## config.mk

```make
export PLATFORM = sky130hd
export DESIGN_NAME = alus_serial
export DESIGN_NICKNAME = d
export VERILOG_FILES = /design/src/rtl/alus_serial.sv
export SDC_FILE = /design/constraint.sdc
export NUM_CORES = 1
export LEC_CHECK = 0
export CAP_MARGIN = 20
export CORE_MARGIN = 2
export CORE_UTILIZATION = 44
export CTS_CLUSTER_DIAMETER = 50
export DETAILED_ROUTE_END_ITERATION = 8
export PLACE_DENSITY = 0.74
export SLEW_MARGIN = 20
export SYNTH_ARGS = -nofsm -noshare
export SYNTH_HDL_FRONTEND = slang
export SYNTH_SLANG_ARGS = --single-unit
```

## constraint.sdc

```tcl
create_clock -name clk_i -period 1.3 [get_ports clk_i]
set_input_delay 0.195 -clock clk_i [delete_from_list [all_inputs] [get_ports clk_i]]
set_output_delay 0.195 -clock clk_i [all_outputs]
set_load 0.05 [all_outputs]
```

## src/rtl/alus_serial.sv

```systemverilog
// alus_serial: bit-serial shift engine that moves one bit position per clock.
// Produces the same res/cout as the combinational shl/shr/rol/ror unit.
//
// State table
//   state    | meaning
//   ST_IDLE  | waiting for start_i
//   ST_SHIFT | one bit step per edge, cnt_q counts down to zero
//   ST_DONE  | res/cout valid and updated, done_o high for this one cycle
//
// Ports
//   clk_i     system clock, rising edge
//   rst_i     synchronous active-high reset
//   start_i   request, accepted in ST_IDLE or ST_DONE
//   rs_i      source operand, latched on accept
//   ALUOp_i   00 shl, 01 shr, 10 rol, 11 ror, latched on accept
//   count_i   shift amount, latched on accept
//   busy_o    high in ST_SHIFT
//   done_o    high in ST_DONE
//   res       registered result
//   cout      registered carry out
module alus_serial #(
  parameter int WIDTH = 8,
  parameter int CNT_W = 3
) (
  input  logic             clk_i,
  input  logic             rst_i,
  input  logic             start_i,
  input  logic [WIDTH-1:0] rs_i,
  input  logic [1:0]       ALUOp_i,
  input  logic [CNT_W-1:0] count_i,
  output logic             busy_o,
  output logic             done_o,
  output logic [WIDTH-1:0] res,
  output logic             cout
);

  typedef enum logic [1:0] {
    ST_IDLE  = 2'd0,
    ST_SHIFT = 2'd1,
    ST_DONE  = 2'd2
  } state_t;

  state_t             state_q, state_d;
  logic [WIDTH-1:0]   w_q, w_d;
  logic [1:0]         op_q, op_d;
  logic [CNT_W-1:0]   cnt_q, cnt_d;
  logic               c_q, c_d;
  logic [WIDTH-1:0]   res_q, res_d;
  logic               cout_q, cout_d;

  // One bit step applied to the working register.
  logic [WIDTH-1:0]   w_step;
  logic               c_step;

  always_comb begin
    w_step = w_q;
    c_step = 1'b0;
    case (op_q)
      2'b00: begin
        c_step = w_q[WIDTH-1];
        w_step = {w_q[WIDTH-2:0], 1'b0};
      end
      2'b01: begin
        c_step = w_q[0];
        w_step = {1'b0, w_q[WIDTH-1:1]};
      end
      2'b10: begin
        w_step = {w_q[WIDTH-2:0], w_q[WIDTH-1]};
      end
      default: begin
        w_step = {w_q[0], w_q[WIDTH-1:1]};
      end
    endcase
  end

  always_comb begin
    state_d = state_q;
    w_d     = w_q;
    op_d    = op_q;
    cnt_d   = cnt_q;
    c_d     = c_q;
    res_d   = res_q;
    cout_d  = cout_q;

    case (state_q)
      ST_SHIFT: begin
        w_d   = w_step;
        c_d   = c_step;
        cnt_d = cnt_q - CNT_W'(1);
        // Terminal count: this step is the last one, publish it now.
        if (cnt_q == CNT_W'(1)) begin
          state_d = ST_DONE;
          res_d   = w_step;
          cout_d  = c_step;
        end
      end
      default: begin
        if (start_i) begin
          w_d   = rs_i;
          op_d  = ALUOp_i;
          cnt_d = count_i;
          c_d   = 1'b0;
          if (count_i == '0) begin
            // Zero shift skips ST_SHIFT; result is the operand, no carry.
            state_d = ST_DONE;
            res_d   = rs_i;
            cout_d  = 1'b0;
          end else begin
            state_d = ST_SHIFT;
          end
        end else begin
          state_d = ST_IDLE;
        end
      end
    endcase
  end

  always_ff @(posedge clk_i) begin
    if (rst_i) begin
      state_q <= ST_IDLE;
      w_q     <= '0;
      op_q    <= '0;
      cnt_q   <= '0;
      c_q     <= 1'b0;
      res_q   <= '0;
      cout_q  <= 1'b0;
    end else begin
      state_q <= state_d;
      w_q     <= w_d;
      op_q    <= op_d;
      cnt_q   <= cnt_d;
      c_q     <= c_d;
      res_q   <= res_d;
      cout_q  <= cout_d;
    end
  end

  assign busy_o = (state_q == ST_SHIFT);
  assign done_o = (state_q == ST_DONE);
  assign res    = res_q;
  assign cout   = cout_q;

endmodule

```

Yosys cells after proc, flatten, opt, wreduce, memory -nomap -nowiden
Cells that the tools add are included. Widths: inputs -> output; s select.

Multiply operators: 0. Div/mod/pow operators: 0. Equality and inequality tests: 6. Reductions and logical operators: 6. Bitwise gates (word level): 1. Mux-type cells: 18. Shift operators: 0. Order comparisons: 0. $add $sub $neg: 1.

Operators with widths (number): $mux 8 (6); $pmux 8 s3 (1); $mux 2 (4); $mux 3 (2); $eq 2x1->1 const B (2); $eq 2x2->1 const B (2); $mux 1 (4); $reduce_bool 2->1 (2); $eq 3x1->1 const B (1); $logic_not 3->1 (1); $reduce_and 3->1 (1); $sub 3x1->3 const B (1); $logic_not 2->1 (1); $ne 2x1->1 const B (1); $pmux 1 s2 (1); $reduce_and 2->1 (1); $not 1->1 (1).

Bits in registers: 24. Bits in read-only memories: 0. Logic and storage cells: 38. Output and inout bits: 11. Bits of input ports: 16. Bits in writable memories: 0. Bits in latches: 0. Memories kept: 0.

Depth between registers and ports, before layout
Depth in word-level cells: 4. Mapped depth: 6. Gate-level depth less buffers: 6.

Worst setup path after synthesis
Ideal clock, no wire load.

Path kind: register -> register. Start: reg cnt_q[1]. End: reg res_q[1], in the netlist res[1]. Buffers on the path: 0. Stages on the path, launching flop included: 7. Setup slack: 0.054 ns. Setup time: 0.134 ns. Clock period less this slack: 1.246 ns. Data required time: 1.166 ns. Arrival: 1.112 ns. Cell sequence: dfxtp_1 > inv_1 > ha_1 > and4bb_4 > a31o_4 > o211ai_1 > a21oi_1.

Cells in the longest elaborated chain, start to end: 3.

Ends and longest elaborated chain: from (decl) (line 46) `logic [CNT_W-1:0] cnt_q, cnt_d;`; from (signal assigned) (line 131) `cnt_q <= cnt_d;`; $eq 3x1->1 (line 91) `if (cnt_q == CNT_W'(1)) begin`; $ne 2x1->1 (no line); $reduce_and 3->1 (no line); to (signal assigned) (line 133) `res_q <= res_d;`; to (decl) (line 48) `logic [WIDTH-1:0] res_q, res_d;`.

No other way between the ends. A chain may end at the register's enable or synchronous reset.

Worst setup path in the final report
Ends and elaborated chain as after synthesis.

==> run_results.csv <==
group,metric,value,unit
setup_path,arrival,1580,ps
die,rows,19,
setup_path,path_cells,"inv_2 > ha_4 > and4bb_4 > a31o_4 > o211ai_1 > a21oi_1",
timing,finalSetupTns,-170.4,ps
synth,syn_area_per_cell,8.859,µm²
die,ios,27,
cells_and_area,n_antenna_cell,0,
route,vias_per_cell,5.679,
route,vias,1187,
timing,worst_clock_skew,12.87,ps
clocking,root_buffer,"clkbuf_4",
clocking,cts_tree,"done",
synth,synthesis.nets,155,
timing,worst_pin_slew,347.0,ps
synth,yosysSeqAreaShare,39.59,%
setup_path,critPathMaxFanout,8,
power_and_ir_drop,leakagePower,0.0006705,µW
timing,max_freq,739.4,MHz
cells_and_area,postLayoutCoreUtil,69.54,%
synth,synth_top_area_cell,"dfxtp_1",
setup_path,regToRegSetupSlack,-50,ps
setup_path,crit_required,1530,ps
placed_design,dpl_cell_area,0.001679,mm²
global_routing,grt_max_degree,25,
cells_and_area,fill_cells,204,
cells_and_area,syn_to_final_growth,53.92,%
setup_path,end_kind,"register",
route,drcViolationCount,0,
die,die_area,0.003195,mm²
cells_and_area,seq_area,485.5,µm²
route,drt_pass1_iterations,5,
clocking,numCtsBuffers,3,
die,die_x,56.52,µm
cells_and_area,layout_common_cells,"26 x nand2_1, 20 x dfxtp_1, 17 x a21oi_1, 16 x o211ai_1, 15 x clkdlybuf4s50_1",
placed_design,place_ws,-284.8,ps
die,core_area,0.002686,mm²
timing,layout_min_cycle_time,1353,ps
cells_and_area,final_nets,197,
timing,rsz0062_at_grt,"true",
setup_path,criticalPathCategory,"reg2reg",
global_routing,grt_pass1_wl,5168,µm
clocking,cts_buffer_depth,2,
synth,netlist.area_leader.share,39.59,%
route,first_iter_violations,68,
min_path,worstHoldPathType,"in2reg",
synth,synth_edf_count,0,
synth,syn_area,0.001214,mm²
power_and_ir_drop,peakVddDrop,0.9385,mV
synth,synth_cell_types,32,
timing,hold_slack,431.8,ps
synth,ys.flop_type,"dfxtp_1",
setup_path,cp_slowest_stage_delay,350,ps
synth,synth_seq_cells,24,
placed_design,gp_congestion,0.8213,
clocking,clock_sinks,24,
timing,relSlewSlack,76.21,%
clocking,htreeDepth,1,
run_status,violations,"setup timing",
cells_and_area,final_area,0.001868,mm²
global_routing,grt_pass1_vias,1068,
timing,hold_viol,0,
synth,synth_cells,137,
die,die_h,56.52,µm
global_routing,overflow,0,
clocking,hold_buffers,0,
route,wl,3329,µm
clocking,insertion_delay,320,ps
cells_and_area,layout_commonest_cell,"nand2_1",
cells_and_area,multiInputGateArea,713.2,µm²
run,cap_viol_max_count,0,
timing,fin_ws,-52.53,ps
clocking,clk_pin_slew,150,ps
synth,ys_async_sr_fraction,0,%
die,start_util,45.18,%
setup_path,critical_path.slowest_cell,"dfxtp_2",
global_routing,antenna_found_initial,0,
power_and_ir_drop,cellPowerDensity,1061,mW/mm²
cells_and_area,drive_gt1_share,31.46,%
route,post_drt_wl_per_cell,15.93,µm
global_routing,grt_util_all_layers,20.55,%
placed_design,io_buffer_count,26,
setup_path,worstSetupStartpointType,"register",
route,antenna_left,0,
run_status,status,"finished, violations left",
placed_design,post-dp-hpwl,2206,µm
synth,synth.top_cells.by_area,"dfxtp_1 40%, o211ai_1 9.9%, nand2_1 8.7%",
timing,setup_viol,8,
timing,slew_violations,0,
synth,yosys_warnings,0,
timing,fin_crit_sh,104.0,%
## cells by family after synthesis
| logic type | count (synthesis) | share of synthesized area [%] |
|---|---|---|
| fa+ha+maj | 2 | 2.062 |
| flops | 24 | 39.59 |
| simple gates | 47 | 20.52 |
| buf+inv | 11 | 5.361 |
| mux | 7 | 5.773 |
| compound gates | 46 | 26.70 |
## routing by layer
layer	up-vias	track usage [%]	share of wire [%]
li1	582	-	-
met1	558	29.12	43
met2	41	32.56	51
met3	6	3.226	5.0
met4	0	5.102	1.3
met5	-	0	0
## layout make-up
cell class,instances,share of cell area (%)
tap,31,2.076
multi-input combinational,102,38.18
inverter,3,1.005
timing repair inverter,1,0.3349
clock inverter,1,1.608
clock buffer,3,1.206
sequential,24,25.99
timing repair buffer,44,29.60
## power by group
| part | switching (µW) | internal (µW) |
|---|---|---|
| sequential | 57.6 | 794 |
| clock | 240 | 312 |
| combinational | 293 | 285 |
| total | 590 | 1390 |
## registers in the layout, indices dropped and copies added (netlist names)
signal,flops
w_q,8
cnt_q,3
op_q,2
res,8
state_q,2
cout,1
## worst paths after layout
kind | start | to | cells after the start
max | cnt_q[1] | res[1] | 6
min | ALUOp_i[0] | op_q[0] | 3
max reg2reg | cnt_q[1] | res[1] | 6
min reg2reg | w_q[1] | w_q[1] | 2
## per-stage QoR
| stage | power, µW | std cells |
|---|---|---|
| 5_1_grt | 2066 | 209 |
| 3_3_place_gp | 1349 | 197 |
| 3_5_place_dp | 1364 | 197 |
| 4_1_cts | 1952 | 207 |
| 6_report | 1982 | 209 |
| 2_1_floorplan | 1141 | 137 |
## synthesized netlist by cell type (2+ instances only)
| cell type | n |
|---|---|
| ha_1 | 2 |
| clkbuf_1 | 2 |
| nand3_1 | 4 |
| dfxtp_1 | 24 |
| nand2_1 | 28 |
| mux2i_1 | 7 |
| nand2b_1 | 4 |
| o211ai_1 | 16 |
| inv_1 | 2 |
| buf_4 | 3 |
| a211oi_1 | 3 |
| nor2_1 | 3 |
| a21oi_1 | 20 |
## what timing repair did
| action | 4_1_cts | 5_1_grt |
|---|---|---|
| setup buffers | 5 | 2 |
| hold endpoints to repair | 0 | 0 |
| setup endpoints to repair | 11 | 18 |
| pin swaps | 4 | 6 |
| cloned | 1 | 0 |
| gates resized for setup | 9 | 14 |
## worst max-delay path, delay by kind of cell, from the launching register on
family / cells / cell delay (ps)
AOI/OAI and AO/OA: 3 / 510
and+or+nand+nor: 1 / 220
DFF: 1 / 350
adders and majority gates: 1 / 140
buffers and inverters: 1 / 40
Power figures use the tool's default switching activity.
